--- src/rtl/uart_pkg.sv ---
// Shared types for the UART transmit arbiter: FSM encoding and grant-index width.
package uart_pkg;

   typedef enum logic [1:0] {
      ST_ARB        = 2'd0,
      ST_ISSUE      = 2'd1,
      ST_WAIT_START = 2'd2,
      ST_WAIT_DONE  = 2'd3
   } arb_state_e;

   // Index width for n requesters, never narrower than one bit.
   function automatic int idx_w(input int n);
      return (n > 2) ? $clog2(n) : 1;
   endfunction

endpackage

--- src/rtl/uart_tx_arbiter_if.sv ---
// Bundle between byte requesters, the arbiter and the uart_tx serializer.
// Handshake: a byte moves on a posedge where s_tvalid[i] & s_tready[i]; uart_tvalid is a one-cycle start pulse.
interface uart_tx_arbiter_if import uart_pkg::*; #(
   parameter int N_REQ = 4,
   parameter int GW    = idx_w(N_REQ)
);
   logic [8*N_REQ-1:0] s_tdata;
   logic [N_REQ-1:0]   s_tvalid;
   logic [N_REQ-1:0]   s_tlast;
   logic [N_REQ-1:0]   s_tready;
   logic [7:0]         uart_tdata;
   logic               uart_tvalid;
   logic               uart_busy;
   logic [GW-1:0]      grant_id;
   logic               locked;
   logic               err_start;

   modport master (
      input  s_tdata, s_tvalid, s_tlast, uart_busy,
      output s_tready, uart_tdata, uart_tvalid, grant_id, locked, err_start
   );

   modport slave (
      output s_tdata, s_tvalid, s_tlast, uart_busy,
      input  s_tready, uart_tdata, uart_tvalid, grant_id, locked, err_start
   );

endinterface

--- src/rtl/rr_pick.sv ---
// Combinational rotating-priority picker: first set request at or above ptr, wrapping.
module rr_pick #(
   parameter int N = 4,
   parameter int W = 2
) (
   input  logic [N-1:0] req_i,
   input  logic [W-1:0] ptr_i,
   output logic [N-1:0] gnt_o,
   output logic [W-1:0] gnt_idx_o,
   output logic         any_o
);

   always_comb begin
      int j;
      gnt_o     = '0;
      gnt_idx_o = '0;
      any_o     = 1'b0;
      j         = 0;
      for (int k = 0; k < N; k++) begin
         j = int'(ptr_i) + k;
         if (j >= N) j = j - N;
         if (!any_o && req_i[j]) begin
            gnt_o[j]  = 1'b1;
            gnt_idx_o = W'(j);
            any_o     = 1'b1;
         end
      end
   end

endmodule

--- src/rtl/uart_tx_arbiter.sv ---
// Round-robin scheduler sharing one uart_tx among N_REQ byte streams, with optional packet lock.
module uart_tx_arbiter import uart_pkg::*; #(
   parameter int  N_REQ         = 4,
   parameter int  LOCK_ON_PKT   = 1,
   parameter int  START_TIMEOUT = 4,
   localparam int GW            = idx_w(N_REQ)
) (
   input  logic                clk,
   input  logic                rst_n,
   uart_tx_arbiter_if.master   bus,
   output arb_state_e          dbg_state_o,
   output logic [GW-1:0]       dbg_rr_ptr_o
);

   localparam int             CW       = $clog2(START_TIMEOUT + 1);
   localparam logic [CW-1:0]  CNT_LAST = CW'(START_TIMEOUT - 1);

   arb_state_e      state_q, state_d;
   logic [GW-1:0]   rr_ptr_q, rr_ptr_d;
   logic [GW-1:0]   grant_q, grant_d;
   logic [7:0]      data_q, data_d;
   logic            tlast_q, tlast_d;
   logic            locked_q, locked_d;
   logic [CW-1:0]   cnt_q, cnt_d;

   logic [N_REQ-1:0] own_mask, cand, pick_gnt;
   logic [GW-1:0]    pick_idx, next_ptr;
   logic             pick_any;

   // While locked only the current owner may compete.
   assign own_mask = N_REQ'(1) << grant_q;
   assign cand     = locked_q ? (bus.s_tvalid & own_mask) : bus.s_tvalid;
   assign next_ptr = (grant_q == GW'(N_REQ - 1)) ? '0 : grant_q + 1'b1;

   rr_pick #(.N(N_REQ), .W(GW)) u_pick (
      .req_i     (cand),
      .ptr_i     (rr_ptr_q),
      .gnt_o     (pick_gnt),
      .gnt_idx_o (pick_idx),
      .any_o     (pick_any)
   );

   always_ff @(posedge clk or negedge rst_n) begin
      if (!rst_n) begin
         state_q  <= ST_ARB;
         rr_ptr_q <= '0;
         grant_q  <= '0;
         data_q   <= '0;
         tlast_q  <= 1'b0;
         locked_q <= 1'b0;
         cnt_q    <= '0;
      end else begin
         state_q  <= state_d;
         rr_ptr_q <= rr_ptr_d;
         grant_q  <= grant_d;
         data_q   <= data_d;
         tlast_q  <= tlast_d;
         locked_q <= locked_d;
         cnt_q    <= cnt_d;
      end
   end

   always_comb begin
      state_d         = state_q;
      rr_ptr_d        = rr_ptr_q;
      grant_d         = grant_q;
      data_d          = data_q;
      tlast_d         = tlast_q;
      locked_d        = locked_q;
      cnt_d           = cnt_q;
      bus.s_tready    = '0;
      bus.uart_tvalid = 1'b0;
      bus.err_start   = 1'b0;
      case (state_q)
         ST_ARB: begin
            if (!bus.uart_busy && pick_any) begin
               bus.s_tready = pick_gnt;
               data_d       = bus.s_tdata[{pick_idx, 3'b000} +: 8];
               grant_d      = pick_idx;
               tlast_d      = bus.s_tlast[pick_idx];
               state_d      = ST_ISSUE;
            end
         end
         ST_ISSUE: begin
            bus.uart_tvalid = 1'b1;
            cnt_d           = '0;
            state_d         = ST_WAIT_START;
         end
         ST_WAIT_START: begin
            if (bus.uart_busy) begin
               cnt_d   = '0;
               state_d = ST_WAIT_DONE;
            end else if (cnt_q == CNT_LAST) begin
               // Serializer never started: drop the byte and abandon any packet lock.
               bus.err_start = 1'b1;
               locked_d      = 1'b0;
               rr_ptr_d      = next_ptr;
               cnt_d         = '0;
               state_d       = ST_ARB;
            end else begin
               cnt_d = cnt_q + 1'b1;
            end
         end
         ST_WAIT_DONE: begin
            if (!bus.uart_busy) begin
               locked_d = (LOCK_ON_PKT != 0) && !tlast_q;
               if (!locked_d) rr_ptr_d = next_ptr;
               state_d = ST_ARB;
            end
         end
         default: state_d = ST_ARB;
      endcase
   end

   assign bus.uart_tdata = data_q;
   assign bus.grant_id   = grant_q;
   assign bus.locked     = locked_q;
   assign dbg_state_o    = state_q;
   assign dbg_rr_ptr_o   = rr_ptr_q;

endmodule
--- src/flat_wrapper.sv ---
// flat-port wrapper written by rule: the top's interface ports become plain ports
module uart_tx_arbiter_flat import uart_pkg::*;
#(
   parameter int  N_REQ         = 4,
   parameter int  LOCK_ON_PKT   = 1,
   parameter int  START_TIMEOUT = 4,
   localparam int GW            = idx_w(N_REQ)
)
  (clk, rst_n, dbg_state_o, dbg_rr_ptr_o, bus_s_tdata, bus_s_tvalid, bus_s_tlast, bus_uart_busy, bus_s_tready, bus_uart_tdata, bus_uart_tvalid, bus_grant_id, bus_locked, bus_err_start);
  uart_tx_arbiter_if #(.N_REQ(N_REQ)) bus_i ();
  input  logic clk;
  input  logic rst_n;
  output arb_state_e dbg_state_o;
  output logic [GW-1:0] dbg_rr_ptr_o;
  input wire logic [$bits(bus_i.s_tdata)-1:0] bus_s_tdata;
  input wire logic [$bits(bus_i.s_tvalid)-1:0] bus_s_tvalid;
  input wire logic [$bits(bus_i.s_tlast)-1:0] bus_s_tlast;
  input wire logic [$bits(bus_i.uart_busy)-1:0] bus_uart_busy;
  output wire logic [$bits(bus_i.s_tready)-1:0] bus_s_tready;
  output wire logic [$bits(bus_i.uart_tdata)-1:0] bus_uart_tdata;
  output wire logic [$bits(bus_i.uart_tvalid)-1:0] bus_uart_tvalid;
  output wire logic [$bits(bus_i.grant_id)-1:0] bus_grant_id;
  output wire logic [$bits(bus_i.locked)-1:0] bus_locked;
  output wire logic [$bits(bus_i.err_start)-1:0] bus_err_start;
  assign bus_i.s_tdata = bus_s_tdata;
  assign bus_i.s_tvalid = bus_s_tvalid;
  assign bus_i.s_tlast = bus_s_tlast;
  assign bus_i.uart_busy = bus_uart_busy;
  assign bus_s_tready = bus_i.s_tready;
  assign bus_uart_tdata = bus_i.uart_tdata;
  assign bus_uart_tvalid = bus_i.uart_tvalid;
  assign bus_grant_id = bus_i.grant_id;
  assign bus_locked = bus_i.locked;
  assign bus_err_start = bus_i.err_start;
  uart_tx_arbiter #(.N_REQ(N_REQ), .LOCK_ON_PKT(LOCK_ON_PKT), .START_TIMEOUT(START_TIMEOUT)) u_core (.clk(clk), .rst_n(rst_n), .bus(bus_i), .dbg_state_o(dbg_state_o), .dbg_rr_ptr_o(dbg_rr_ptr_o));
endmodule
--- config.mk ---
export PLATFORM = sky130hd
export DESIGN_NAME = uart_tx_arbiter_flat
export DESIGN_NICKNAME = d
export VERILOG_FILES = /design/src/rtl/uart_pkg.sv /design/src/rtl/uart_tx_arbiter_if.sv /design/src/rtl/rr_pick.sv /design/src/rtl/uart_tx_arbiter.sv /design/src/flat_wrapper.sv
export SDC_FILE = /design/constraint.sdc
export NUM_CORES = 1
export LEC_CHECK = 0
export ABC_CLOCK_PERIOD_IN_PS = 7300
export BUFFER_PORTS_ARGS = -buffer_cell sky130_fd_sc_hd__buf_2
export CAP_MARGIN = 10
export CORE_MARGIN = 3
export CORE_UTILIZATION = 40
export DETAILED_ROUTE_END_ITERATION = 8
export HOLD_SLACK_MARGIN = 0.02
export PLACE_DENSITY = 0.74
export SLEW_MARGIN = 20
export SYNTH_ARGS = -nofsm -noshare
export SYNTH_HDL_FRONTEND = slang
export SYNTH_SLANG_ARGS = --single-unit
--- constraint.sdc ---
create_clock -name clk -period 7.3 [get_ports clk]
set_input_delay 0.73 -clock clk [delete_from_list [all_inputs] [get_ports clk]]
set_output_delay 0.73 -clock clk [all_outputs]
set_load 0.02 [all_outputs]
# [Word level (Yosys, flattened, before mapping)]
# Cells that the tools add are included.
[totals] input_bits=43 word_cells=129 regBits=19
[op_classes] n_mux=63 eq_ne=11 n_reduce_logical=20 n_lt_le_gt_ge=13 bitwise_logic=4 n_shift=2 n_addsub=9
[op_table] operator="$ge 32x1->1 const B" n=4
[op_table] operator="$lt 32x4->1 const B" n=4
[op_table] operator="$mux 32" n=4
[op_table] operator="$shiftx 32x6->8" n=1
[op_table] operator="$mux 4" n=7
[op_table] operator="$mux 2" n=13
[op_table] operator="$mux 1" n=24
[op_table] operator="$or 4x4->4" n=3
[op_table] operator="$sub 3x3->4 const B" n=3
[op_table] operator="$bmux 1 s2" n=5
[op_table] operator="$ge 3x3->1 const B" n=3
[op_table] operator="$demux 1 s2" n=4
[op_table] operator="$logic_and 1x1->1" n=8
[op_table] operator="$pmux 2 s4" n=1
[op_table] operator="$add 2x2->3 const B" n=2
[op_table] operator="$eq 2x2->1 const B" n=3
[op_table] operator="$mux 3" n=2
[op_table] operator="$ne 2x1->1 const B" n=3
[op_table] operator="$pmux 3 s2" n=1
[op_table] operator="$logic_not 1->1" n=5
[op_table] operator="$reduce_and 5->1" n=1
[op_table] operator="$and 4x4->4" n=1
[op_table] operator="$ne 2x2->1 const B" n=2
[op_table] operator="$pmux 2 s2" n=1
[op_table] operator="16 further kinds" n=17

# [Logic depth before layout (Yosys ltp)]
# Gate-level depths: netlist (run 1).
[depth] depth_word=19 mapped_depth=11 ltp_nobuf=9

# [Modules after synthesis]
# Synthesis (run 1) repeated with hierarchy kept, for this count alone.
[unflattened] hier_cells=174 hier_area_um2=1808.0
[modules_own_cells] module="uart_tx_arbiter" seq_area_each_um2=475.5 area_per_inst_um2=1351.3 cells_each=126 instances=1
[modules_own_cells] module="rr_pick" seq_area_each_um2=0.0 area_per_inst_um2=456.7 cells_each=48 instances=1

# [Worst setup path after synthesis (run 1)]
# No wires, ideal clock.
[synth_path] path_kind="flip-flop to output port" from="register u_core.rr_ptr_q[0], in the netlist u_core.dbg_rr_ptr_o[0]" to="output port bus_s_tready[0]" t_required_ns=6.570 slack_ns=4.202 arrival_time_ns=2.368 stages_incl_launch_ff=9 cell_sequence="dfrtp_1 > buf_6 > inv_1 > ha_1 > a211oi_1 > or2_4 > nor2b_1 > a222oi_1 > a21oi_1"
[synth_between] elab_chain_cells=18 word_cells_on_any_way=67 classes_between="add/sub (7); order compare (12); mux (34); bitwise (3); reduce/logical (11)"
[synth_lines] element="start, declared" line_no="uart_tx_arbiter.sv:19" rtl="logic [GW-1:0] rr_ptr_q, rr_ptr_d;"
[synth_lines] element="start signal, assigned" line_no="uart_tx_arbiter.sv:54" rtl="rr_ptr_q <= rr_ptr_d;"
[synth_lines] element="parallel branches: the longest is 16 deep, another holds $ge 32x1->1"
[synth_lines] element="$mux 4 *" line_no="uart_tx_arbiter.sv:76" rtl="if (!bus.uart_busy && pick_any) begin"
[synth_lines] element="$mux 4 *" line_no="uart_tx_arbiter.sv:74" rtl="case (state_q)"
[synth_lines] element="end, declared" line_no="flat_wrapper.sv:19" rtl="output wire logic [$bits(bus_i.s_tready)-1:0] bus_s_tready;"
# Mark *: on every way between the ends. The select of a mux whose other input is x is not followed.

# [Worst setup path after layout (run 1)]
[layout_path] from="register u_core.rr_ptr_q[0], in the netlist u_core.dbg_rr_ptr_o[0]" to="output port bus_s_tready[2]"
# The elaborated chain is that of the path after synthesis.

==> metrics list, run 1 <==
- The initial antenna violation count came to 0.
* Total setup buffers inserted after CTS: 0
- Sum of buffers and inverters on the critical path: 3
- In this run the static leakage power is 0.00103 µW.
- The clock reaches the later pin of the worst-skew pair after 260 ps.
* Most frequent cells in the layout: sky130_fd_sc_hd__buf_2 (63), sky130_fd_sc_hd__mux2i_1 (21), sky130_fd_sc_hd__dfrtp_1 (19), sky130_fd_sc_hd__ha_1 (17), sky130_fd_sc_hd__nand2_1 (16)
- Final sum of negative setup slack: 0 ps
* Effective utilization at floorplan: 43.8%
- Max stage delay on crit path: 780 ps
- The die is 70.9 µm wide.
- First-pass GRT wire length: 6820 µm
- Between clock sinks in the finished design, the worst skew comes to 1.71 ps.
- TritonCTS built the clock tree.
- The number of slew-limit violations in the final report was 0.
* Io pins: 64
* Flops & latches, synth: 19
* Placed instance count: 283
- Average wire per standard cell: 14.5 µm
- Site row count: 22
* Unique cell type count in the Yosys netlist: 39
- The smallest clock period supported by the final layout is computed as 3830 ps.
- Root buffer selected by CTS: sky130_fd_sc_hd__clkbuf_8
* CP Data Required Time: 6570 ps
* Post-detailed-route via-to-cell ratio: 5.57
- For this run, the post-layout net count is 300.
* Synth Flop Type: sky130_fd_sc_hd__dfrtp_1
- Pwr per Cell Area: 471 nW/µm²
* Final period utilization: 52.5%
- Register area: 475 µm²
- Buffers from clock root to sink, at most: 2
- Post-CTS Resized: 0
- Unrepaired setup endpoints after global routing: no
- Kind of end point of the critical path: output pin
- Number of standard cells in the layout, taps in and fillers out: 287
- Relative max-transition margin: 54.9%
- Port buffer count: 63
- Type of element launching the critical path: flip-flop
- PnR Total Power: 974 µW
* Post-route DRC violation count: 0
- Global routing consumed, over all layers together, 16.5% of the routing resources.
- Synthesis-to-finish area growth: 22.7%
* Iter 0 DRT Violations: 44
- Sink Count: 19
- Summed over all nets, the switching power comes to 514 µW.
* Number of filler instances in the final layout: 380
- Sequential cells burn 22.1% of the power.
* Placeable core region: 3850 µm²
- The Yosys step of the flow raised 0 warnings.
- The tightest hold path in the finished design has a slack of 398 ps.
- The number of nets in the synthesized netlist is 237.
- Part of the Yosys area used for sequential elements: 28.2%
- The setup check on the worst reg-to-reg path leaves a slack of 4090 ps.
* HPWL after detailed placement: 3300 µm
* Maximum frequency from static timing analysis: 261 MHz
- The count of endpoints failing hold in the final timing report came to 0.
- Die area: 5030 µm²
- Clock buffers created by TritonCTS: 3
- Count of hold buffers inserted by post-cts repair: 0
- Summed over all layers, the global routing overflow is 0.
- The slowest stage of the critical path belongs to the cell sky130_fd_sc_hd__dfrtp_1.
- Status: complete, no violations
- STA puts the critical path data arrival time at 3100 ps.
- Number of standard cells after synthesis: 177
* Logic pwr share: 70.2%
- Leaving out fill and tap cells, the most frequent cell in the layout is sky130_fd_sc_hd__buf_2.
* Crit path max fanout: 15
- Pin count of the biggest net entering global routing: 20
* IR drop worst, VDD: 0.000182 V
- Measured in cells, the most critical reg-to-reg path has a length of 9.
- The repair_antennas step left the layout with diodes totalling 0.
- Post-detailed-route count of antenna-violating nets: 0
* Maximum Capacitance Violations: 0
- Startpoint of the most critical register-to-register path: u_core.dbg_rr_ptr_o[0]
- Vias post-DR: 1599
- At the pin with the least slew margin, the transition time is 677 ps.
* Final weighted congestion in routability-driven placement: 0.899
- Design internal power: 460 µW
* Maximum level of the CTS H-tree: 1
- Before antenna repair, the detailed router went through 4 iterations.
- The clock network is responsible for 7.7% of the overall power.
- In this run the cell area of the synthesized design comes to 1690 µm².
* Proportion of layout cells with a drive suffix above 1: 33.1%
- Counting flops with an async set or reset pin after synthesis yields a share of 100%.
- Traced cell by cell, the critical path runs through inv_1, ha_1, inv_1, a211oi_1, a22oi_1, nor3_1, nand2_1, a21oi_1, buf_2.
- Capturing point of the worst reg2reg path: u_core.bus.uart_tdata[4]
- In this run switching power makes up 52.7% of total power.
- Via count of the first global-routing pass: 1523
* Post-Synthesis Mean Instance Area: 9.53 µm²
- Setup violations remaining at the end of the flow were counted as 0.
- The cell family contributing the most delay on the critical path is flip-flops.
* Class of the most critical hold timing path: in2async
- In the final layout, the multi-input gates occupy 1140 µm².
- Clock-pin slew was measured on the worst setup and hold paths at 70 ps.
- The synthesized design contains 0 enable-type register cells.
* Dominant cell type by count on the critical path: sky130_fd_sc_hd__inv_1
- Total detailed-routing wirelength: 4170 µm
- Critical path class: reg2out
- From bottom edge to top edge, the die measures 70.9 µm.
-- kinds of logic (layout without fill, tap and decap cells) --
group / Yosys count / in the layout / synth area share (%)
AOI/OAI and AO/OA: 60 / 60 / 29.0
adders and majority gates: 17 / 17 / 12.6
buffers and inverters: 14 / 76 / 4.30
DFF: 19 / 19 / 28.2
muxes: 21 / 21 / 12.5
and+or+nand+nor: 46 / 46 / 13.4
-- worst register-to-register path: cells and delay by family, from the launching register on --
family | cells | cell delay, ps
fa+ha+maj | 1 | 440
flops | 1 | 780
buf+inv | 2 | 360
simple gates | 1 | 280
mux | 1 | 200
compound gates | 4 | 1050
-- through the flow --
step / setup WS, ps / util (%) / cell area, µm²
floorplan: 4200 / - / 1690
global placement: 3910 / 52.5 / 2020
detailed placement: 3780 / 52.5 / 2020
CTS: 3480 / 53.7 / 2070
global route: 3210 / 53.7 / 2070
finish: 3470 / 53.7 / 2070
-- flip-flops by register name (all words and copies together) (netlist names) --
name and cells:
u_core.bus.grant_id 2, u_core.tlast_q 1, u_core.bus.locked 1, u_core.cnt_q 3, u_core.bus.uart_tdata 8, u_core.dbg_state_o 2, u_core.dbg_rr_ptr_o 2
-- Yosys cell counts (2+ instances only) --
| cell type | count | area, µm² |
|---|---|---|
| sky130_fd_sc_hd__nor2b_1 | 2 | 12.5 |
| sky130_fd_sc_hd__a21oi_1 | 11 | 55.1 |
| sky130_fd_sc_hd__o21ai_0 | 7 | 35.0 |
| sky130_fd_sc_hd__mux2i_1 | 21 | 210 |
| sky130_fd_sc_hd__nand2b_1 | 3 | 18.8 |
| sky130_fd_sc_hd__a211oi_1 | 10 | 75.1 |
| sky130_fd_sc_hd__a211o_1 | 3 | 26.3 |
| sky130_fd_sc_hd__nand2_1 | 16 | 60.1 |
| sky130_fd_sc_hd__nor2_1 | 11 | 41.3 |
| sky130_fd_sc_hd__dfrtp_1 | 19 | 475 |
| sky130_fd_sc_hd__inv_1 | 9 | 33.8 |
| sky130_fd_sc_hd__ha_1 | 17 | 213 |
| sky130_fd_sc_hd__o221ai_1 | 4 | 35.0 |
| sky130_fd_sc_hd__a22oi_1 | 2 | 15.0 |
| sky130_fd_sc_hd__and3_1 | 5 | 31.3 |
| sky130_fd_sc_hd__a222oi_1 | 4 | 40.0 |
| sky130_fd_sc_hd__clkbuf_1 | 2 | 7.51 |
| sky130_fd_sc_hd__a21o_1 | 4 | 30.0 |
| sky130_fd_sc_hd__and2_1 | 2 | 12.5 |
| sky130_fd_sc_hd__a211oi_2 | 6 | 75.1 |
-- final cells by class --
cell class | instances | area share [%]
multi-input combinational | 144 | 55.0
sequential | 19 | 23.0
timing repair buffer | 63 | 15.2
tap | 48 | 2.90
clock buffer | 3 | 2.00
inverter | 9 | 1.63
clock inverter | 1 | 0.242
-- per-layer routing --
layer | part of all wire [%] | GRT usage (%) | wire length (µm) | vias to the layer above
met2 | 49 | 28.0 | 2040 | 42
met5 | 0 | 0 | 0 | -
met3 | 5.2 | 3.13 | 218 | 4
li1 | - | - | - | 791
met4 | 1.1 | 5.22 | 44 | 0
met1 | 45 | 21.2 | 1860 | 762
-- worst max path at each step --
stage               cells after the start              startpoint               to  slack, ps
finish                                  9  u_core.dbg_rr_ptr_o[0]  bus_s_tready[2]       3470
CTS                                     9  u_core.dbg_rr_ptr_o[0]  bus_s_tready[1]       3480
global placement                        9  u_core.dbg_rr_ptr_o[0]  bus_s_tready[1]       3910
global route                            9  u_core.dbg_rr_ptr_o[0]  bus_s_tready[1]       3210
detailed placement                      9  u_core.dbg_rr_ptr_o[0]  bus_s_tready[1]       3780
floorplan                               8  u_core.dbg_rr_ptr_o[0]  bus_s_tready[0]       4200
-- power groups by stage --
stage / logic [µW] / clock network, µW / registers [µW]
2_1_floorplan: 522 / 0 / 242
4_1_cts: 688 / 77.7 / 216
6_report: 684 / 74.6 / 216
5_1_grt: 747 / 80.7 / 224
3_5_place_dp: 684 / 0 / 217
3_3_place_gp: 671 / 0 / 214
Note: power is estimated with default switching activity, not from simulation.
==> run 2: changes to the inputs <==
--- a/config.mk
+++ b/config.mk
@@ -5,14 +5,15 @@
 export SDC_FILE = /design/constraint.sdc
 export NUM_CORES = 1
 export LEC_CHECK = 0
-export ABC_CLOCK_PERIOD_IN_PS = 7300
+export ABC_AREA = 1
+export ABC_CLOCK_PERIOD_IN_PS = 3300
 export BUFFER_PORTS_ARGS = -buffer_cell sky130_fd_sc_hd__buf_2
 export CAP_MARGIN = 10
 export CORE_MARGIN = 3
 export CORE_UTILIZATION = 40
 export DETAILED_ROUTE_END_ITERATION = 8
 export HOLD_SLACK_MARGIN = 0.02
-export PLACE_DENSITY = 0.74
+export PLACE_DENSITY = 0.75
 export SLEW_MARGIN = 20
 export SYNTH_ARGS = -nofsm -noshare
 export SYNTH_HDL_FRONTEND = slang
==> constraint.sdc (replaced) <==
create_clock -name clk -period 3.3 [get_ports clk]
set_input_delay 0.33 -clock clk [delete_from_list [all_inputs] [get_ports clk]]
set_output_delay 0.33 -clock clk [all_outputs]
set_load 0.02 [all_outputs]
==> metrics list, run 2 <==
- The total of fill cells in the finished design came to 436 (+15%).
* Average wire per standard cell: 11.3 µm (-23%)
- Proportion of layout cells with a drive suffix above 1: 26.2% (-6.9 points)
- The data required time at the worst endpoint was 2970 ps (-3600 ps).
* Clock network latency to the later pin of the worst-skew pair: 260 ps (about the same)
- The clock net sink count was 19 (unchanged).
- The net count after synthesis came to 337 (+42%).
- The transition time of the tightest slew-check pin was 548 ps (-130 ps).
- Yosys attributes the largest share of cell area to sky130_fd_sc_hd__dfrtp_1 (25%), sky130_fd_sc_hd__nand2_1 (16%), sky130_fd_sc_hd__ha_1 (11%), sky130_fd_sc_hd__inv_1 (9.3%), sky130_fd_sc_hd__nand3_1 (8.7%).
- The placement-stage worst setup slack was 767 ps (-3010 ps).
- STA classifies the critical path endpoint as an output pin.
* Part of the Yosys area used for sequential elements: 25.0% (-3.2 points)
- Reported leakage power: 0.00132 µW (+28%)
- Minimum clock period after layout: 2820 ps
* Maximum Capacitance Violations: 0 (unchanged)
- The number of warnings reported in the yosys synthesis log is 0 (unchanged).
- The power density over the cells was 1070 nW/µm² (+130%).
- EDFF count, synth: 0 (unchanged)
- By instance count, the leading cell after synthesis is sky130_fd_sc_hd__nand2_1.
* Effective utilization at floorplan: 42.6% (-1.2 points)
- Unique cell type count in the Yosys netlist: 30 (-23%)
- Maximum frequency from static timing analysis: 355 MHz
* Status: complete, no violations
* Site row count: 24 (+9.1%)
- The pin count of the biggest net entering global routing is 25 (+25%).
- Final setup violating endpoints: 0 (unchanged)
- The synthesized design spends more area on one cell type than any other, namely sky130_fd_sc_hd__dfrtp_1.
- Final period utilization: 85.5%
- Final weighted congestion in routability-driven placement: 0.886 (-1.5%)
* Die Span Y: 75 µm (+5.7%)
- Compared with the post-synthesis result, the final layout area differs by 20.4%.
- The per-instance average area after synthesis came to 6.87 µm² (-28%).
* Sum of buffers and inverters on the critical path: 3 (unchanged)
- Start point of the critical path: u_core.dbg_rr_ptr_o[0]
- The placed wire-length estimate came to 3590 µm (+8.6%).
* Type of element launching the critical path: flip-flop
* Most frequent cells in the layout: sky130_fd_sc_hd__nand2_1 (80), sky130_fd_sc_hd__buf_2 (63), sky130_fd_sc_hd__inv_1 (47), sky130_fd_sc_hd__nand3_1 (33), sky130_fd_sc_hd__dfrtp_1 (19)
* Number of flip-flops in the largest register: 8 (unchanged)
- Post-route DRC violation count: 0 (unchanged)
* Final hold violation count: 0 (unchanged)
- CTS tree: yes
- The data arrival at the endpoint of the critical path came to 2490 ps (-610 ps).
- The count of nets left with antenna violations after detail routing came to 0 (unchanged).
- In this run the most critical hold path is launched from bus_s_tlast[2].
- Clock skew: 4.37 ps (+2.67 ps)
- The via density per instance was 4.99 (-10%).
- The wire length of the first global-routing pass came to 7460 µm (+9.3%).
* Port buffer count: 63 (unchanged)
- Crit path max fanout: 17 (+2)
- The TritonCTS buffer count came to 3 (unchanged).
* Relative max-transition margin: 63.5% (+8.6 points)
* Unrepaired setup endpoints after global routing: no
* Maximum level of the CTS H-tree: 1 (unchanged)
* Cell class contributing the biggest share of worst-path delay: simple AND/OR/NAND/NOR gates
- Total setup buffers inserted after CTS: 0 (unchanged)
* Ant. Diodes: 0 (unchanged)
* Cell Area, Synth: 1900 µm² (+13%)
- Startpoint of the most critical register-to-register path: u_core.dbg_rr_ptr_o[0]
- The synthesized instance count came to 277 (+56%).
* Async S/R FF share, synth: 100% (unchanged)
* Initial antenna violation count: 0 (unchanged)
* Commonest cells post-synth: sky130_fd_sc_hd__nand2_1 (80), sky130_fd_sc_hd__inv_1 (47), sky130_fd_sc_hd__nand3_1 (33)
- Via count of the first global-routing pass: 1788 (+17%)
* Max stage delay on crit path: 690 ps (-90 ps)
- The residual overflow from global routing came to 0 (unchanged).
- The number of storage elements in the synthesis netlist was 19 (unchanged).
* Total detailed-routing wirelength: 4410 µm (+5.8%)
- The final core utilization came to 51.3% (-2.4 points).
- Critical path class: reg2out
- Among all stages on the critical path, the largest delay is contributed by sky130_fd_sc_hd__dfrtp_1.
* CP Cell Sequence: inv_6, ha_1, inv_1, nand2_1, nand2_1, nor2_1, nand3b_1, nand3_4, nor2_1, buf_2
- Root buffer selected by CTS: sky130_fd_sc_hd__clkbuf_8
- Placeable core region: 4470 µm² (+16%)
- The iteration count of the initial detailed-routing pass is 5 (+1).
* Die width: 75 µm (+5.7%)
- Io pins: 64 (unchanged)
- The buffer depth of the longest clock path is 2 (unchanged).
- Area share of the leading cell type in the synthesized netlist: 25.0% (-3.2 points)
- The die area came to 5630 µm² (+12%).
- Final setup slack of the worst path: 480 ps (-2990 ps)
- PnR Total Power: 2440 µW (+150%)
- Final net count: 401 (+34%)
- The setup total negative slack was 0 ps (unchanged).
- Clock slew seen by the registers of the worst setup and hold paths: 70 ps (about the same)
* Final Slew Violations: 0 (unchanged)
- Leading cell type in the layout, fill and taps excluded: sky130_fd_sc_hd__nand2_1
* Class of the most critical hold timing path: in2reg
- Iter 0 DRT Violations: 94 (+110%)
- Synth Flop Type: sky130_fd_sc_hd__dfrtp_1
* Minimum hold slack: 392 ps (-6.57 ps)
* Vias post-DR: 1956 (+22%)
- The worst voltage drop across the vdd grid was 0.000445 V (+140%).
- The total routing resource utilization after global routing came to 16.5% (about the same).
run 2: cell types whose count changed after synthesis, sizes merged, moves of 4 or more:
cell    previous run  this run
and3               5         0
a21o               4         0
mux2i             21         0
nand2             18        86
nand4              0         9
nand3b             1         5
a211oi            16         0
a222oi             4         0
inv                9        53
nand3              1        41
run 2: layout make-up:
cell class | instances | area, µm² | area share (%)
Multi-Input combinational cell | 200 | 1180 | 51.4
Inverter | 53 | 204 | 8.89
Timing Repair Buffer | 64 | 325 | 14.2
Clock buffer | 4 | 45.0 | 1.96
Tap cell | 52 | 65.1 | 2.84
Sequential cell | 19 | 475 | 20.7
run 2: timing repair:
item                                   4_1_cts  5_1_grt
resized for setup                            0        0
endpoints found under the hold margin        5        0
hold buffers                                 1        0
run 2: cell families after synthesis:
group,synth area share [%]
adders and majority gates,11.2
AOI/OAI and AO/OA,7.82
and+or+nand+nor,42.9
buffers and inverters,13.1
DFF,25.0
run 2: path summary, 6_finish.rpt:
path,end,slack [ps],cells past startpoint
min in group asynchronous,u_core.cnt_q[0],530,2
worst min-delay path,u_core.tlast_q,390,5
worst max-delay path,bus_s_tready[3],480,10
worst min register to register,u_core.bus.uart_tdata[2],480,2
max in group asynchronous,u_core.bus.uart_tdata[2],2470,2
worst max register to register,u_core.bus.uart_tdata[6],770,11
run 2: power by group:
part | switching, µW | internal, µW
combinational | 1230 | 584
sequential | 124 | 340
clock | 79.4 | 86.0
run 2: tightest hold or removal path: cells and delay by family:
kind | cells | cell delay, ps
simple gates | 3 | 180
buf+inv | 2 | 110
run 2: per-layer routing:
metal  wire, µm  vias to the layer above  global-route usage [%]
met5          0                        -                       0
met3        264                        9                    2.14
met2       2140                       67                    29.6
li1           -                     1017                       -
met1       1950                      863                    21.2
met4         53                        0                    3.56
run 2: metrics by stage:
step                      cell area (µm²)  cells
after CTS                            2290    392
after floorplan                      1900    277
after global placement               2240    387
after global routing                 2290    392
after detailed placement             2240    387
final                                2290    392
